## config.mk

```make
export PLATFORM = sky130hd
export DESIGN_NAME = sdram_arbiter_flat
export DESIGN_NICKNAME = d
export VERILOG_FILES = /design/src/rtl/sdram_arbiter_if.sv /design/src/rtl/sdram_arbiter.sv /design/src/flat_wrapper.sv
export SDC_FILE = /design/constraint.sdc
export NUM_CORES = 1
export LEC_CHECK = 0
export CORE_AREA = 5 5 117 97
export DETAILED_ROUTE_END_ITERATION = 12
export DIE_AREA = 0 0 122 102
export PLACE_DENSITY = 0.85
export SLEW_MARGIN = 20
export SYNTH_ARGS = -nofsm -noshare
export SYNTH_HDL_FRONTEND = slang
export SYNTH_SLANG_ARGS = --single-unit
```

## constraint.sdc

```tcl
create_clock -name clk -period 4.1 [get_ports clk]
set_input_delay 0.82 -clock clk [delete_from_list [all_inputs] [get_ports clk]]
set_output_delay 0.82 -clock clk [all_outputs]
set_load 0.02 [all_outputs]
```

## src/rtl/sdram_arbiter_if.sv

```systemverilog
// Bundle of the two requester ports and the shared controller port around sdram_arbiter.
// slave is the arbiter's view; master is the surrounding logic's view.
interface sdram_arbiter_if #(
   parameter int unsigned ADDR_WIDTH = 32,
   parameter int unsigned DATA_WIDTH = 16,
   parameter int unsigned MASK_WIDTH = 2
);
   logic                  h_critical;
   logic                  h_enable;
   logic                  h_we;
   logic [ADDR_WIDTH-1:0] h_addr;
   logic [DATA_WIDTH-1:0] h_wr_data;
   logic [MASK_WIDTH-1:0] h_wr_mask;
   logic                  h_refresh_inhibit;
   logic                  h_ack;
   logic                  l_enable;
   logic                  l_we;
   logic [ADDR_WIDTH-1:0] l_addr;
   logic [DATA_WIDTH-1:0] l_wr_data;
   logic [MASK_WIDTH-1:0] l_wr_mask;
   logic                  l_ack;
   logic                  l_idle;
   logic [DATA_WIDTH-1:0] rd_data;
   logic                  sd_acc;
   logic                  sd_we;
   logic [ADDR_WIDTH-1:0] sd_addr;
   logic [DATA_WIDTH-1:0] sd_wr_data;
   logic [MASK_WIDTH-1:0] sd_sel;
   logic                  sd_ack_level;
   logic [DATA_WIDTH-1:0] sd_rd_data;
   logic                  sd_idle;
   logic                  sd_refresh_inhibit;
   logic                  inhibit_overrun;

   modport slave (
      input  h_critical, h_enable, h_we, h_addr, h_wr_data, h_wr_mask, h_refresh_inhibit,
      input  l_enable, l_we, l_addr, l_wr_data, l_wr_mask,
      input  sd_ack_level, sd_rd_data, sd_idle,
      output h_ack, l_ack, l_idle, rd_data,
      output sd_acc, sd_we, sd_addr, sd_wr_data, sd_sel, sd_refresh_inhibit, inhibit_overrun
   );

   modport master (
      output h_critical, h_enable, h_we, h_addr, h_wr_data, h_wr_mask, h_refresh_inhibit,
      output l_enable, l_we, l_addr, l_wr_data, l_wr_mask,
      output sd_ack_level, sd_rd_data, sd_idle,
      input  h_ack, l_ack, l_idle, rd_data,
      input  sd_acc, sd_we, sd_addr, sd_wr_data, sd_sel, sd_refresh_inhibit, inhibit_overrun
   );
endinterface

```

## src/rtl/sdram_arbiter.sv

```systemverilog
// Registered two-port arbiter (H high priority, L low priority) in front of sdram_ctrl,
// with ack routing and a watchdog bounding how long refresh may be inhibited.
module sdram_arbiter #(
   parameter int unsigned ADDR_WIDTH  = 32,
   parameter int unsigned DATA_WIDTH  = 16,
   parameter int unsigned MASK_WIDTH  = 2,
   parameter int unsigned INHIBIT_MAX = 4096
) (
   input logic          clk,
   input logic          reset,
   sdram_arbiter_if.slave bus
);
   localparam int unsigned CW = (INHIBIT_MAX > 1) ? $clog2(INHIBIT_MAX) : 1;
   localparam logic [CW-1:0] CNT_LAST = CW'(INHIBIT_MAX - 1);

   typedef enum logic [2:0] {IDLE, BUSY_H, BUSY_L, REL_H, REL_L} state_e;

   state_e                state_q, state_d;
   logic                  sd_acc_q, sd_acc_d;
   logic                  sd_we_q, sd_we_d;
   logic [ADDR_WIDTH-1:0] sd_addr_q, sd_addr_d;
   logic [DATA_WIDTH-1:0] sd_wr_data_q, sd_wr_data_d;
   logic [MASK_WIDTH-1:0] sd_sel_q, sd_sel_d;
   logic [DATA_WIDTH-1:0] rd_data_q, rd_data_d;
   logic                  h_ack_q, h_ack_d;
   logic                  l_ack_q, l_ack_d;
   logic                  l_idle_q, l_idle_d;
   logic                  ack_prev_q;
   logic [CW-1:0]         cnt_q, cnt_d;
   logic                  ovr_active_q, ovr_active_d;
   logic                  ovr_sticky_q, ovr_sticky_d;
   logic                  ack_rise;
   logic                  inhibit;

   assign ack_rise = bus.sd_ack_level && !ack_prev_q;
   assign inhibit  = !reset && bus.h_critical && bus.h_refresh_inhibit && !ovr_active_q;

   always_comb begin
      state_d      = state_q;
      sd_acc_d     = sd_acc_q;
      sd_we_d      = sd_we_q;
      sd_addr_d    = sd_addr_q;
      sd_wr_data_d = sd_wr_data_q;
      sd_sel_d     = sd_sel_q;
      rd_data_d    = rd_data_q;
      h_ack_d      = 1'b0;
      l_ack_d      = 1'b0;
      l_idle_d     = bus.sd_idle && (state_q == IDLE) && !bus.h_critical;

      unique case (state_q)
         IDLE: begin
            if (bus.h_enable) begin
               sd_acc_d     = 1'b1;
               sd_we_d      = bus.h_we;
               sd_addr_d    = bus.h_addr;
               sd_wr_data_d = bus.h_wr_data;
               sd_sel_d     = bus.h_wr_mask;
               state_d      = BUSY_H;
            end else if (bus.l_enable && !bus.h_critical) begin
               sd_acc_d     = 1'b1;
               sd_we_d      = bus.l_we;
               sd_addr_d    = bus.l_addr;
               sd_wr_data_d = bus.l_wr_data;
               sd_sel_d     = bus.l_wr_mask;
               state_d      = BUSY_L;
            end
         end
         BUSY_H, BUSY_L: begin
            if (ack_rise) begin
               rd_data_d = bus.sd_rd_data;
               sd_acc_d  = 1'b0;
               h_ack_d   = (state_q == BUSY_H);
               l_ack_d   = (state_q == BUSY_L);
               state_d   = (state_q == BUSY_H) ? REL_H : REL_L;
            end
         end
         REL_H: if (!bus.sd_ack_level && !bus.h_enable) state_d = IDLE;
         REL_L: if (!bus.sd_ack_level && !bus.l_enable) state_d = IDLE;
         default: state_d = IDLE;
      endcase

      // Counter holds at its last value on the overrun cycle; inhibit drops next cycle and clears it.
      cnt_d        = '0;
      ovr_active_d = ovr_active_q;
      ovr_sticky_d = ovr_sticky_q;
      if (inhibit) begin
         if (cnt_q == CNT_LAST) begin
            cnt_d        = cnt_q;
            ovr_active_d = 1'b1;
            ovr_sticky_d = 1'b1;
         end else begin
            cnt_d = cnt_q + 1'b1;
         end
      end
      if (!bus.h_critical) ovr_active_d = 1'b0;
   end

   always_ff @(posedge clk) begin
      if (reset) begin
         state_q      <= IDLE;
         sd_acc_q     <= 1'b0;
         sd_we_q      <= 1'b0;
         sd_addr_q    <= '0;
         sd_wr_data_q <= '0;
         sd_sel_q     <= '0;
         rd_data_q    <= '0;
         h_ack_q      <= 1'b0;
         l_ack_q      <= 1'b0;
         l_idle_q     <= 1'b0;
         ack_prev_q   <= 1'b0;
         cnt_q        <= '0;
         ovr_active_q <= 1'b0;
         ovr_sticky_q <= 1'b0;
      end else begin
         state_q      <= state_d;
         sd_acc_q     <= sd_acc_d;
         sd_we_q      <= sd_we_d;
         sd_addr_q    <= sd_addr_d;
         sd_wr_data_q <= sd_wr_data_d;
         sd_sel_q     <= sd_sel_d;
         rd_data_q    <= rd_data_d;
         h_ack_q      <= h_ack_d;
         l_ack_q      <= l_ack_d;
         l_idle_q     <= l_idle_d;
         ack_prev_q   <= bus.sd_ack_level;
         cnt_q        <= cnt_d;
         ovr_active_q <= ovr_active_d;
         ovr_sticky_q <= ovr_sticky_d;
      end
   end

   assign bus.h_ack              = h_ack_q;
   assign bus.l_ack              = l_ack_q;
   assign bus.l_idle             = l_idle_q;
   assign bus.rd_data            = rd_data_q;
   assign bus.sd_acc             = sd_acc_q;
   assign bus.sd_we              = sd_we_q;
   assign bus.sd_addr            = sd_addr_q;
   assign bus.sd_wr_data         = sd_wr_data_q;
   assign bus.sd_sel             = sd_sel_q;
   assign bus.sd_refresh_inhibit = inhibit;
   assign bus.inhibit_overrun    = ovr_sticky_q;
endmodule

```

## src/flat_wrapper.sv

```systemverilog
// flat-port wrapper written by rule: the top's interface ports become plain ports
module sdram_arbiter_flat 
#(
   parameter int unsigned ADDR_WIDTH  = 32,
   parameter int unsigned DATA_WIDTH  = 16,
   parameter int unsigned MASK_WIDTH  = 2,
   parameter int unsigned INHIBIT_MAX = 4096
)
  (clk, reset, bus_h_critical, bus_h_enable, bus_h_we, bus_h_addr, bus_h_wr_data, bus_h_wr_mask, bus_h_refresh_inhibit, bus_l_enable, bus_l_we, bus_l_addr, bus_l_wr_data, bus_l_wr_mask, bus_sd_ack_level, bus_sd_rd_data, bus_sd_idle, bus_h_ack, bus_l_ack, bus_l_idle, bus_rd_data, bus_sd_acc, bus_sd_we, bus_sd_addr, bus_sd_wr_data, bus_sd_sel, bus_sd_refresh_inhibit, bus_inhibit_overrun);
  sdram_arbiter_if #(.ADDR_WIDTH(ADDR_WIDTH), .DATA_WIDTH(DATA_WIDTH), .MASK_WIDTH(MASK_WIDTH)) bus_i ();
  input logic clk;
  input logic reset;
  input wire logic [$bits(bus_i.h_critical)-1:0] bus_h_critical;
  input wire logic [$bits(bus_i.h_enable)-1:0] bus_h_enable;
  input wire logic [$bits(bus_i.h_we)-1:0] bus_h_we;
  input wire logic [$bits(bus_i.h_addr)-1:0] bus_h_addr;
  input wire logic [$bits(bus_i.h_wr_data)-1:0] bus_h_wr_data;
  input wire logic [$bits(bus_i.h_wr_mask)-1:0] bus_h_wr_mask;
  input wire logic [$bits(bus_i.h_refresh_inhibit)-1:0] bus_h_refresh_inhibit;
  input wire logic [$bits(bus_i.l_enable)-1:0] bus_l_enable;
  input wire logic [$bits(bus_i.l_we)-1:0] bus_l_we;
  input wire logic [$bits(bus_i.l_addr)-1:0] bus_l_addr;
  input wire logic [$bits(bus_i.l_wr_data)-1:0] bus_l_wr_data;
  input wire logic [$bits(bus_i.l_wr_mask)-1:0] bus_l_wr_mask;
  input wire logic [$bits(bus_i.sd_ack_level)-1:0] bus_sd_ack_level;
  input wire logic [$bits(bus_i.sd_rd_data)-1:0] bus_sd_rd_data;
  input wire logic [$bits(bus_i.sd_idle)-1:0] bus_sd_idle;
  output wire logic [$bits(bus_i.h_ack)-1:0] bus_h_ack;
  output wire logic [$bits(bus_i.l_ack)-1:0] bus_l_ack;
  output wire logic [$bits(bus_i.l_idle)-1:0] bus_l_idle;
  output wire logic [$bits(bus_i.rd_data)-1:0] bus_rd_data;
  output wire logic [$bits(bus_i.sd_acc)-1:0] bus_sd_acc;
  output wire logic [$bits(bus_i.sd_we)-1:0] bus_sd_we;
  output wire logic [$bits(bus_i.sd_addr)-1:0] bus_sd_addr;
  output wire logic [$bits(bus_i.sd_wr_data)-1:0] bus_sd_wr_data;
  output wire logic [$bits(bus_i.sd_sel)-1:0] bus_sd_sel;
  output wire logic [$bits(bus_i.sd_refresh_inhibit)-1:0] bus_sd_refresh_inhibit;
  output wire logic [$bits(bus_i.inhibit_overrun)-1:0] bus_inhibit_overrun;
  assign bus_i.h_critical = bus_h_critical;
  assign bus_i.h_enable = bus_h_enable;
  assign bus_i.h_we = bus_h_we;
  assign bus_i.h_addr = bus_h_addr;
  assign bus_i.h_wr_data = bus_h_wr_data;
  assign bus_i.h_wr_mask = bus_h_wr_mask;
  assign bus_i.h_refresh_inhibit = bus_h_refresh_inhibit;
  assign bus_i.l_enable = bus_l_enable;
  assign bus_i.l_we = bus_l_we;
  assign bus_i.l_addr = bus_l_addr;
  assign bus_i.l_wr_data = bus_l_wr_data;
  assign bus_i.l_wr_mask = bus_l_wr_mask;
  assign bus_i.sd_ack_level = bus_sd_ack_level;
  assign bus_i.sd_rd_data = bus_sd_rd_data;
  assign bus_i.sd_idle = bus_sd_idle;
  assign bus_h_ack = bus_i.h_ack;
  assign bus_l_ack = bus_i.l_ack;
  assign bus_l_idle = bus_i.l_idle;
  assign bus_rd_data = bus_i.rd_data;
  assign bus_sd_acc = bus_i.sd_acc;
  assign bus_sd_we = bus_i.sd_we;
  assign bus_sd_addr = bus_i.sd_addr;
  assign bus_sd_wr_data = bus_i.sd_wr_data;
  assign bus_sd_sel = bus_i.sd_sel;
  assign bus_sd_refresh_inhibit = bus_i.sd_refresh_inhibit;
  assign bus_inhibit_overrun = bus_i.inhibit_overrun;
  sdram_arbiter #(.ADDR_WIDTH(ADDR_WIDTH), .DATA_WIDTH(DATA_WIDTH), .MASK_WIDTH(MASK_WIDTH), .INHIBIT_MAX(INHIBIT_MAX)) u_core (.clk(clk), .reset(reset), .bus(bus_i));
endmodule
```

==> flow_summary.ini <==
[synth]
synth.most_common_cell = dfxtp_1
syn_area_um2 = 3900
synth_common_cells = dfxtp_1 (89), nor2_1 (62), mux2i_1 (53)
yosysSeqAreaShare_pct = 45.6
synth_seq_cells = 89
syn_inst = 414
ys_types = 41
syn_avg_cell_area_um2 = 9.43
synth-edff-count = 0
synth_fp_nets = 541
synth_top_cell_by_area = dfxtp_1
synth_top_area_share_pct = 45.6
async_flop_share_pct = 0
synthTopCellsByArea = dfxtp_1 (46%), mux2i_1 (14%), a211oi_2 (6.7%), a211oi_1 (6.0%), nor2_1 (6.0%)
ys_warn_count = 0
synth_flop_cell = dfxtp_1

[cts]
clk_pin_slew_ns = 0.06
h-tree-depth = 3
post_cts_buffers = 0
clock_path_buffers = 2
clock_latency_ns = 0.33
cts.sinks = 89
cts_tree = yes
cts_resized = 0
cts_buffers = 9
root_buffer = clkbuf_16
hold_buffers = 0

[final_layout]
n_antenna_cell = 0
layout-drive-gt1-share_pct = 7.65
syn2layout_area_growth_pct = 60.0
nets = 723
post-route-util_pct = 62.3
fill_cells = 844

[sta]
rsz0062_at_grt = no
fmax_ghz = 0.309
slew_headroom_pct = 31.7
finalCriticalPeriod_ns = 3.23
setup_ws_ns = 0.866
setup_viol = 0
worstMarginPinSlew_ns = 1.02
slew_viol_final = 0
hold_violations = 0
fin_worst_skew_ns = 0.00513
min_period_over_period_pct = 78.9
tns_ns = 0

[critical_path]
crit_arrival_ns = 2.41
critPathMaxFanout = 13
worstRegToRegCells = 4
worst_setup_path_end_kind = output port
required_ns = 3.28
critPathLaunchType = primary input
critical_path_class = in -> out

[power]
peakVddDrop_v = 0.000279
powerDensity_nw_per_um2 = 542
leakagePower_nw = 2.33

[floorplan]
core-area_um2 = 10000
pin_count = 199
die_w_um = 122
die_h_um = 102
fp-row-count = 33
die_area_um2 = 12400
initial_utilization_pct = 38.9

[global_route]
grt_max_degree = 79
grt_pass1_wl_um = 17600
grt-ovfl-total = 0
grt_use_met1_pct = 20.0
use_met2_pct = 31.3
grt_pass1_vias = 3617
top_usage_layer = met2
grt_use_total_pct = 17.8
antenna_found_initial = 0
met3_usage_pct = 8.47

[placed_design]
detailed_place_hpwl_um = 8910
gp_congestion = 0.797
numPortBuffers = 198
dp_slack_ns = 0.877

[status]
status = finished, final reports clean

[flow_run]
maxCapViolations = 0

[drt]
dr.first_iter.drc_count = 178
ant_nets = 0
drc = 0
vias_per_cell = 4.99
drt_wl_total_um = 11600
dr.pass1.iters = 4
num_vias = 3694
wire_per_inst_um = 15.6

[hold_path]
hold_class = reg -> reg
holdPathStages = 2
[kinds of logic (layout without fill, tap and decap cells)]
| kind of cell | Yosys count | after routing | share of synthesized area [%] |
|---|---|---|---|
| AND/OR/NAND/NOR | 138 | 138 | 16.4 |
| XOR/XNOR | 6 | 6 | 1.35 |
| AO/OA/AOI/OAI | 91 | 91 | 18.3 |
| adder cells (fa/ha/maj) | 1 | 1 | 0.320 |
| flip-flops | 89 | 89 | 45.6 |
| multiplexers | 53 | 53 | 13.6 |
| buffers and inverters | 36 | 223 | 4.45 |
[metal layers]
metal	part of all wire [%]	up-vias
met4	0.71	0
met2	49	144
li1	-	1843
met1	39	1699
met3	11	8
met5	0	-
[where the power goes]
group,switching (mW),internal (mW),total [mW]
sequential,0.119,1.06,1.18
clock,0.311,0.534,0.844
combinational,0.718,0.642,1.36
total,1.15,2.24,3.39
[registers in the layout, summed over array words and instances, names as in the netlist, 2 cells and up]
name                   flops
u_core.cnt_q              12
u_core.bus.sd_addr        32
u_core.state_q             3
u_core.bus.rd_data        16
u_core.bus.sd_sel          2
u_core.bus.sd_wr_data     16
[worst paths after layout]
check | startpoint | endpoint | slack [ns]
worst max register to register | u_core.state_q[0] | u_core.bus.rd_data[15] | 2.17
worst min register to register | u_core.bus.rd_data[6] | u_core.bus.rd_data[6] | 0.45
worst max-delay path | bus_h_critical | bus_sd_refresh_inhibit | 0.87
worst min-delay path | u_core.bus.rd_data[6] | u_core.bus.rd_data[6] | 0.45
[worst max-delay path: stages]
cell and delay (ns):
clkdlybuf4s50_1 0.55, nand4bb_1 0.11, buf_4 0.19, inv_1 0.12, clkdlybuf4s50_1 0.62
[through the flow]
stage	total power [mW]	cells	cell area (um^2)	hold WS (ns)
2_1_floorplan	2.00	414	3910	0.450
3_3_place_gp	2.53	725	5940	0.441
3_5_place_dp	2.58	725	5940	0.447
4_1_cts	3.43	741	6250	0.454
5_1_grt	3.59	741	6250	0.472
6_report	3.39	741	6250	0.454
[placed cells by master (no fill, tap or decap), types with 4 or more instances in the layout]
cell / count
nor2_1: 62
nand3_1: 5
clkbuf_1: 4
a31oi_1: 4
clkdlybuf4s50_1: 196
dfxtp_1: 89
clkbuf_16: 9
xnor2_1: 4
a21oi_1: 24
a211oi_1: 31
nand4_1: 5
nor3_1: 4
o21ai_0: 6
a211oi_2: 20
nand2_1: 37
buf_4: 6
mux2i_1: 53
[layout make-up]
type	instances	area, um^2	share of cell area, %
Clock buffer	13	240	3.85
Clock inverter	3	65.1	1.04
Inverter	3	11.3	0.180
Multi-Input combinational cell	289	1960	31.3
Sequential cell	89	1780	28.5
Tap cell	140	175	2.80
Timing Repair Buffer	204	2020	32.3
No activity file was read; power rests on OpenSTA's default activity.
